$ cat config.mk
export PLATFORM = sky130hd
export DESIGN_NAME = lsu_byte_master
export DESIGN_NICKNAME = d
export VERILOG_FILES = /design/src/rtl/lsu_byte_master.sv
export SDC_FILE = /design/constraint.sdc
export NUM_CORES = 1
export LEC_CHECK = 0
export BUFFER_PORTS_ARGS = -buffer_cell sky130_fd_sc_hd__buf_2
export CAP_MARGIN = 20
export CORE_MARGIN = 8
export CORE_UTILIZATION = 52
export DETAILED_ROUTE_END_ITERATION = 12
export PLACE_DENSITY = 0.75
export SLEW_MARGIN = 15
export SYNTH_ARGS = -nofsm -noshare
export SYNTH_HDL_FRONTEND = slang
export SYNTH_SLANG_ARGS = --single-unit
export TNS_END_PERCENT = 10
$ cat constraint.sdc
create_clock -name clk -period 4.1 [get_ports clk]
set_clock_uncertainty 0.05 [all_clocks]
set_input_delay 0.82 -clock clk [delete_from_list [all_inputs] [get_ports clk]]
set_output_delay 0.82 -clock clk [all_outputs]
set_load 0.03 [all_outputs]
$ cat src/rtl/lsu_byte_master.sv
// lsu_byte_master
//   Load/store unit that turns one RV32I load or store (byte, half, word,
//   unsigned byte, unsigned half) into back-to-back single-byte memory beats.
//   Loads are reassembled little-endian, then sign or zero extended, and
//   returned with a one-cycle response pulse.
//
// Ports
//   clk, reset             : clock, synchronous active-high reset
//   req_valid / req_ready  : request handshake (ready only while idle)
//   req_we, req_func3      : store flag and access size/sign encoding
//   req_addr, req_wdata    : base byte address (may be misaligned), store data
//   rsp_valid              : one-cycle completion pulse
//   rsp_rdata, rsp_err     : extended load data / illegal-request flag (held)
//   mem_en, mem_we         : byte beat strobe and write qualifier
//   mem_addr, mem_wdata    : beat byte address and write byte
//   mem_rdata              : read byte, valid the cycle after a read beat
module lsu_byte_master #(
  parameter int ADDR_W = 32
) (
  input  logic              clk,
  input  logic              reset,
  input  logic              req_valid,
  output logic              req_ready,
  input  logic              req_we,
  input  logic [2:0]        req_func3,
  input  logic [ADDR_W-1:0] req_addr,
  input  logic [31:0]       req_wdata,
  output logic              rsp_valid,
  output logic [31:0]       rsp_rdata,
  output logic              rsp_err,
  output logic              mem_en,
  output logic              mem_we,
  output logic [ADDR_W-1:0] mem_addr,
  output logic [7:0]        mem_wdata,
  input  logic [7:0]        mem_rdata
);

  typedef enum logic [1:0] {ST_IDLE, ST_XFER, ST_DRAIN, ST_RESP} state_t;

  state_t              state_q, state_d;
  logic                we_q, we_d;
  logic [2:0]          func3_q, func3_d;
  logic [ADDR_W-1:0]   addr_q, addr_d;
  logic [31:0]         wdata_q, wdata_d;
  logic [1:0]          k_q, k_d;
  logic [31:0]         asm_q, asm_d;
  logic                mem_en_q, mem_en_d;
  logic                mem_we_q, mem_we_d;
  logic [ADDR_W-1:0]   mem_addr_q, mem_addr_d;
  logic [7:0]          mem_wdata_q, mem_wdata_d;
  logic                rsp_valid_q, rsp_valid_d;
  logic [31:0]         rsp_rdata_q, rsp_rdata_d;
  logic                rsp_err_q, rsp_err_d;

  logic                accept;
  logic                req_legal;
  logic [1:0]          last_idx;
  logic [1:0]          k_next;
  logic [31:0]         asm_fin;
  logic [31:0]         ext_data;

  assign req_ready = (state_q == ST_IDLE) && !reset;
  assign accept    = req_valid && req_ready;

  // Outputs are forced low combinationally while reset is held, so a beat
  // in flight when reset arrives never reaches the memory.
  assign mem_en    = mem_en_q && !reset;
  assign mem_we    = mem_we_q && !reset;
  assign mem_addr  = reset ? '0 : mem_addr_q;
  assign mem_wdata = reset ? '0 : mem_wdata_q;
  assign rsp_valid = rsp_valid_q && !reset;
  assign rsp_rdata = reset ? '0 : rsp_rdata_q;
  assign rsp_err   = rsp_err_q && !reset;

  // Unsigned encodings exist only for loads.
  always_comb begin
    case (req_func3)
      3'd0, 3'd1, 3'd2: req_legal = 1'b1;
      3'd4, 3'd5:       req_legal = !req_we;
      default:          req_legal = 1'b0;
    endcase
  end

  // Index of the final beat of the latched request.
  always_comb begin
    case (func3_q)
      3'd0, 3'd4: last_idx = 2'd0;
      3'd1, 3'd5: last_idx = 2'd1;
      default:    last_idx = 2'd3;
    endcase
  end

  // Final assembly merges the byte returned by the last beat, then extends.
  always_comb begin
    asm_fin = asm_q;
    asm_fin[{last_idx, 3'b000} +: 8] = mem_rdata;
    case (func3_q)
      3'd0:    ext_data = {{24{asm_fin[7]}}, asm_fin[7:0]};
      3'd1:    ext_data = {{16{asm_fin[15]}}, asm_fin[15:0]};
      3'd2:    ext_data = asm_fin;
      3'd4:    ext_data = {24'd0, asm_fin[7:0]};
      3'd5:    ext_data = {16'd0, asm_fin[15:0]};
      default: ext_data = 32'd0;
    endcase
  end

  // Next-state logic. Memory-side outputs are registered, so each state
  // prepares the beat that will be presented in the following cycle.
  always_comb begin
    state_d     = state_q;
    we_d        = we_q;
    func3_d     = func3_q;
    addr_d      = addr_q;
    wdata_d     = wdata_q;
    k_d         = k_q;
    asm_d       = asm_q;
    rsp_rdata_d = rsp_rdata_q;
    rsp_err_d   = rsp_err_q;
    mem_en_d    = 1'b0;
    mem_we_d    = 1'b0;
    mem_addr_d  = '0;
    mem_wdata_d = '0;
    rsp_valid_d = 1'b0;
    k_next      = k_q + 2'd1;

    case (state_q)
      ST_IDLE: begin
        if (accept) begin
          we_d    = req_we;
          func3_d = req_func3;
          addr_d  = req_addr;
          wdata_d = req_wdata;
          k_d     = 2'd0;
          asm_d   = 32'd0;
          if (!req_legal) begin
            state_d     = ST_RESP;
            rsp_valid_d = 1'b1;
            rsp_err_d   = 1'b1;
            rsp_rdata_d = 32'd0;
          end else begin
            state_d     = ST_XFER;
            mem_en_d    = 1'b1;
            mem_we_d    = req_we;
            mem_addr_d  = req_addr;
            mem_wdata_d = req_wdata[7:0];
          end
        end
      end

      ST_XFER: begin
        // k_q is the beat on the bus now; mem_rdata belongs to beat k_q-1.
        if (!we_q && (k_q != 2'd0)) begin
          asm_d[{k_q - 2'd1, 3'b000} +: 8] = mem_rdata;
        end
        if (k_q == last_idx) begin
          if (we_q) begin
            state_d     = ST_RESP;
            rsp_valid_d = 1'b1;
            rsp_err_d   = 1'b0;
            rsp_rdata_d = 32'd0;
          end else begin
            state_d = ST_DRAIN;
          end
        end else begin
          k_d         = k_next;
          mem_en_d    = 1'b1;
          mem_we_d    = we_q;
          mem_addr_d  = addr_q + ADDR_W'(k_next);
          mem_wdata_d = wdata_q[{k_next, 3'b000} +: 8];
        end
      end

      ST_DRAIN: begin
        asm_d       = asm_fin;
        state_d     = ST_RESP;
        rsp_valid_d = 1'b1;
        rsp_err_d   = 1'b0;
        rsp_rdata_d = ext_data;
      end

      ST_RESP: begin
        state_d = ST_IDLE;
      end

      default: begin
        state_d = ST_IDLE;
      end
    endcase
  end

  // State and registered outputs; reset aborts any request in flight.
  always_ff @(posedge clk) begin
    if (reset) begin
      state_q     <= ST_IDLE;
      we_q        <= 1'b0;
      func3_q     <= 3'd0;
      addr_q      <= '0;
      wdata_q     <= 32'd0;
      k_q         <= 2'd0;
      asm_q       <= 32'd0;
      mem_en_q    <= 1'b0;
      mem_we_q    <= 1'b0;
      mem_addr_q  <= '0;
      mem_wdata_q <= 8'd0;
      rsp_valid_q <= 1'b0;
      rsp_rdata_q <= 32'd0;
      rsp_err_q   <= 1'b0;
    end else begin
      state_q     <= state_d;
      we_q        <= we_d;
      func3_q     <= func3_d;
      addr_q      <= addr_d;
      wdata_q     <= wdata_d;
      k_q         <= k_d;
      asm_q       <= asm_d;
      mem_en_q    <= mem_en_d;
      mem_we_q    <= mem_we_d;
      mem_addr_q  <= mem_addr_d;
      mem_wdata_q <= mem_wdata_d;
      rsp_valid_q <= rsp_valid_d;
      rsp_rdata_q <= rsp_rdata_d;
      rsp_err_q   <= rsp_err_d;
    end
  end

endmodule

### Word level (Yosys, flattened, before mapping)

Cells that the tools add are included.

| word-level totals | value |
|---|---|
| register bits after elaboration | 180 |
| bits of input ports | 79 |

| cells by class | value |
|---|---|
| add/subtract/negate cells | 5 |
| eq/ne operators | 18 |
| shift-type cells | 5 |
| multiplexer cells | 50 |
| reductions and logical operators | 25 |

Operators with widths:

| operator | number |
|---|---|
| $mux W32 | 11 |
| $pmux W32 S3 | 2 |
| $pmux W32 S5 | 1 |
| $bwmux W32 | 2 |
| $pmux W32 S2 | 1 |
| $shift A8 B7 Y32 const A | 2 |
| $shiftx A8 B7 Y32 | 2 |
| $add A32 B2 Y32 | 1 |
| $mux W8 | 4 |
| $shiftx A32 B6 Y8 | 1 |
| $pmux W8 S2 | 1 |
| $mux W1 | 15 |
| $neg A5 Y7 | 2 |
| $eq A3 B3 Y1 const B | 4 |
| $ne A2 B2 Y1 const B | 6 |
| $mux W2 | 5 |
| $pmux W2 S2 | 2 |
| $pmux W2 S4 | 1 |
| $logic_and A1 B1 Y1 | 7 |
| $eq A3 B1 Y1 const B | 2 |
| $eq A3 B2 Y1 const B | 2 |
| $logic_not A3 Y1 | 2 |
| $pmux W1 S2 | 3 |
| $pmux W1 S3 | 2 |
| other kinds (14) | 22 |

### Longest topological paths before layout

| depth | value |
|---|---|
| depth in word-level cells | 8 |
| gate-level depth with buffers | 13 |
| mapped depth without buffers | 9 |

### Least setup slack after synthesis

No wires, ideal clock.

| timing | value |
|---|---|
| path kind | flip-flop to flip-flop |
| start point | reg k_q[0] |
| end point | reg mem_addr_q[26] |
| arrival time | 2.825 ns |
| path slack | 1.094 ns |
| cell stages (with the launch flop) | 14 |
| path buffers | 4 |
| cells stage by stage | dfxtp_1 buf_4 buf_2 inv_1 ha_1 buf_4 inv_1 fa_1 and4b_1 and4_1 buf_4 nand4_1 xor2_1 o22ai_1 |

| between the ends | value |
|---|---|
| word-level cells in the longest chain between the ends | 4 |

Ends and longest elaborated chain:

| item | RTL line | source |
|---|---|---|
| start: declaration | 45 | `logic [1:0] k_q, k_d;` |
| start signal: assignment | 214 | `k_q <= k_d;` |
| $add A2 B1 Y2 | 124 | `k_next = k_q + 2'd1;` |
| $add A32 B2 Y32 | 168 | `mem_addr_d = addr_q + ADDR_W'(k_next);` |
| $mux W32 * | 155 | `if (k_q == last_idx) begin` |
| $pmux W32 S2 * | 126 | `case (state_q)` |
| end signal: assignment | 218 | `mem_addr_q <= mem_addr_d;` |
| end: declaration | 49 | `logic [ADDR_W-1:0] mem_addr_q, mem_addr_d;` |

Mark *: on every way between the ends. The rest lies on a longest branch, timed or not.
A chain may end at the register's enable or synchronous reset.

### Final worst setup path

| timing | value |
|---|---|
| start point | reg k_q[1] |
| end point | reg mem_addr_q[28] |

The elaborated chain is that of the path after synthesis.

==> results.md <==
- The flow ran to the end, and the final reports show no timing, DRC or antenna violations.
- The port buffer count is 155.
- The die height is 143 µm.
- The clock reaches the later pin of the worst-skew pair after 420 ps.
- The initial utilization of the core area, before any placement, comes to 0.528.
- The maximum clock insertion buffer count is 2.
- STA classifies the critical path startpoint as a flip-flop.
- For this run, the post-layout net count is 1196.
- The most used flip-flop cell after synthesis is sky130_fd_sc_hd__dfxtp_1.
- In the routed design, unresolved DRC markers number 0.
- The global-route usage over all layers is 0.211.
- The H-tree was split into 4 levels.
- After detailed routing, the number of vias per cell comes to 5.48.
- The tightest slew margin relative to the limit is 0.336.
- The total count of hold-check failures in the final report is 0.
- The reported leakage power is 3.85 nW.
- The reported max-cap violation count is 0.
- After synthesis the netlist holds a flip-flop and latch count of 172.
- The critical path's most frequent cell is sky130_fd_sc_hd__inv_1.
- The most common cell after layout, fill and taps aside is sky130_fd_sc_hd__nand2_1.
- In the layout the commonest cells are sky130_fd_sc_hd__nand2_1 (185), sky130_fd_sc_hd__dfxtp_1 (172), sky130_fd_sc_hd__buf_2 (154).
- The CTS clock-pin slew for the worst setup and hold paths is 60 ps.
- The longest individual stage delay on the worst path is 470 ps.
- The post-detailed-route count of antenna-violating nets is 0.
- The number of distinct library cells after synthesis is 58.
- The iteration-0 DRC count of the detailed router is 440.
- The average instance in the mapped netlist occupies 8.40 µm².
- Measured along the x axis, the die boundary spans 143 µm.
- Synthesis produced a netlist whose cell count is 995.
- The clock tree from TritonCTS is yes.
- The number of global-route vias before repair is 7170.
- The buffers inserted during post-CTS setup optimization is 0.
- The power per unit of standard cell area is 489 nW/µm².
- The total negative setup slack is 0 ps.
- The clock period could shrink to 2880 ps.
- The area of the core is 15800 µm².
- The worst setup path is of the flip-flop to flip-flop kind.
- Counting flops with a built-in enable in the synthesized netlist gives 0.
- For this run, the top clock speed supported by timing is 348 MHz.
- The post-synthesis sequential area ratio is 0.412.
- The hold buffer count at cts is 0.
- The register cell area after layout is 3440 µm².
- The wire length per cell after detailed routing is 16.3 µm.
- The number of primary I/O pins is 156.
- Along the worst path, the maximum fanout reaches 8.
- The actual slew at the worst max-slew pin is 997 ps.
- Once the clock tree was built, the resizer swapped 0 gates to a different size.
- The post-detailed-placement half-perimeter wirelength is 14.8 mm.
- The library cell contributing the largest single delay on the critical path is sky130_fd_sc_hd__fa_1.
- The wire length of the first global-routing pass is 34.9 mm.
- The root buffer cell chosen for the clock tree is sky130_fd_sc_hd__clkbuf_16.
- The share of cells above drive strength 1 is 0.206.
- The net count after synthesis is 1087.
- Setup repair after global routing left no endpoint under its margin.
- The worst-case vdd ir drop is 0.337 mV.
- STA puts the critical path data required time at 4320 ps.
- For this run the aggregate overflow at the end of global routing stands at 0.
- The number of antenna diodes in the final layout is 0.
- The die covers 20400 µm².
- The utilization of the core after routing is 0.612.
- The path type of the worst min-delay path is flip-flop to flip-flop.
- The tree built by TritonCTS fans out to 172 sinks.
- Walking the worst path, the cells encountered are inv_1 -> ha_1 -> inv_1 -> fa_1 -> and4b_1 -> and4_1 -> nand3_1 -> xor2_1 -> o22ai_1.
- The growth of design area from synthesis to finish is 15.9%.
- The number of antenna violations at the first check in global routing came to 1.
- The async set or reset register ratio after synthesis is 0.
- The wire length after detailed routing is 21.7 mm.
- Of the post-synthesis cell area, the dominant cell type holds 0.412.
- The total number of placement rows is 46.
- The first-pass iteration count of the detailed router is 5.
- Yosys attributes the largest share of cell area to sky130_fd_sc_hd__dfxtp_1 (41%), sky130_fd_sc_hd__nand2_1 (8.3%), sky130_fd_sc_hd__nor2b_1 (7.5%), sky130_fd_sc_hd__a21oi_1 (5.2%), sky130_fd_sc_hd__o21ai_0 (3.1%).
- The arrival time of the worst setup path is 3100 ps.
- The count of filler cells inserted in the layout is 1420.
- The number of vias in the routed layout is 7295.
- The category of the worst setup path capture point is a flip-flop.
- Entering global routing, the biggest net connects 129 pins.
- The number of clock buffers added by TritonCTS is 17.
- Routability-driven placement finished with a final weighted congestion of 0.830.
- In the finished design, the share of the clock period the worst path needs comes to 0.702.
- The final count of pins violating max slew came to 0.
- The synthesized design spends more area on one cell type than any other, namely sky130_fd_sc_hd__dfxtp_1.
- The multi-input combinational cells in the finished layout cover a total of 4480 µm².
- Setup violations remaining at the end of the flow were counted as 0.
- The number of warnings issued by yosys is 0.
- The synthesized netlist occupies a cell area of 8360 µm².
-- stage by stage --
stage	setup WS [ps]	instances	instance area, µm²	power [mW]	hold WS, ps
3_5_place_dp	1110	1301	9130	3.20	397
4_1_cts	1250	1331	9690	4.75	406
2_1_floorplan	1090	995	8360	2.93	383
3_3_place_gp	1150	1301	9130	3.17	390
6_report	1220	1331	9690	4.74	403
5_1_grt	1040	1331	9690	4.95	421
-- final cells by class --
class	instances	share of cell area
timing repair buffer	168	0.0917
clock buffer	19	0.0457
clock inverter	11	0.0125
tap	216	0.0279
sequential	172	0.355
multi-input combinational	733	0.462
inverter	12	0.00465
-- power breakdown --
part	internal (mW)	leakage, nW	switching, mW
Clock	0.905	0.275	0.652
Sequential	1.83	1.40	0.111
Combinational	0.395	2.17	0.839
Total	3.13	3.85	1.60
-- path summary, 6_finish.rpt --
check | depth (start not counted) | from | slack [ps] | endpoint
setup reg to reg | 9 | k_q[1] | 1220 | mem_addr_q[28]
setup / recovery | 9 | k_q[1] | 1220 | mem_addr_q[28]
hold reg to reg | 2 | asm_q[6] | 400 | asm_q[6]
hold / removal | 2 | asm_q[6] | 400 | asm_q[6]
-- kinds of logic (layout without fill, tap and decap cells) --
group,count (synthesis),count (layout),synth area share
flip-flops,172,172,0.412
adder cells (fa/ha/maj),13,13,0.0204
multiplexers,23,23,0.0395
buffers and inverters,90,210,0.0524
AO/OA/AOI/OAI,255,255,0.195
XOR/XNOR,31,31,0.0325
AND/OR/NAND/NOR,411,411,0.248
-- cells in the mapped netlist (2+ instances only) --
cell	instances
sky130_fd_sc_hd__nand2_1	185
sky130_fd_sc_hd__dfxtp_1	172
sky130_fd_sc_hd__nor2b_1	100
sky130_fd_sc_hd__a21oi_1	87
sky130_fd_sc_hd__o21ai_0	52
sky130_fd_sc_hd__clkbuf_1	39
sky130_fd_sc_hd__nor2_1	36
sky130_fd_sc_hd__nand2b_1	31
sky130_fd_sc_hd__buf_2	23
sky130_fd_sc_hd__xor2_1	22
sky130_fd_sc_hd__o31ai_1	21
sky130_fd_sc_hd__o22ai_1	17
sky130_fd_sc_hd__a2bb2oi_1	15
sky130_fd_sc_hd__mux2i_1	15
sky130_fd_sc_hd__o22a_1	15
sky130_fd_sc_hd__nand3_1	13
sky130_fd_sc_hd__ha_1	12
sky130_fd_sc_hd__inv_1	11
sky130_fd_sc_hd__a31oi_1	10
sky130_fd_sc_hd__nand4_1	10
sky130_fd_sc_hd__o31ai_2	10
sky130_fd_sc_hd__buf_4	9
sky130_fd_sc_hd__xnor2_1	9
sky130_fd_sc_hd__a22o_1	8
sky130_fd_sc_hd__mux4_2	8
sky130_fd_sc_hd__o21ai_1	8
sky130_fd_sc_hd__and3_1	7
sky130_fd_sc_hd__and4_1	6
sky130_fd_sc_hd__buf_6	5
sky130_fd_sc_hd__and2_1	4
sky130_fd_sc_hd__nor2_2	3
sky130_fd_sc_hd__a21oi_2	2
sky130_fd_sc_hd__a311oi_1	2
sky130_fd_sc_hd__and2b_1	2
sky130_fd_sc_hd__buf_1	2
sky130_fd_sc_hd__nor3_1	2
-- metal layers --
| layer | wire [µm] | GRT usage | vias to the layer above |
|---|---|---|---|
| met5 | 11 | 0 | - |
| met4 | 392 | 0.0755 | 2 |
| met3 | 1420 | 0.0504 | 32 |
| met2 | 10400 | 0.355 | 242 |
| met1 | 9530 | 0.259 | 3388 |
| li1 | - | - | 3631 |
-- worst max-delay path: cells and delay by family, from the launching register on --
kind,cells,cell delay [ps]
AO/OA/AOI/OAI,1,100
XOR/XNOR,1,160
adder cells (fa/ha/maj),2,780
buffers and inverters,2,230
flip-flops,1,440
AND/OR/NAND/NOR,3,970
-- flip-flops by register name (all words and copies together) (netlist names) --
signal / flops
rsp_err_q: 1
mem_addr_q: 32
state_q: 2
we_q: 1
rsp_rdata_q: 32
wdata_q: 32
func3_q: 3
rsp_valid_q: 1
asm_q: 24
mem_wdata_q: 8
addr_q: 32
k_q: 2
mem_en_q: 1
mem_we_q: 1
Power figures use the tool's default switching activity.
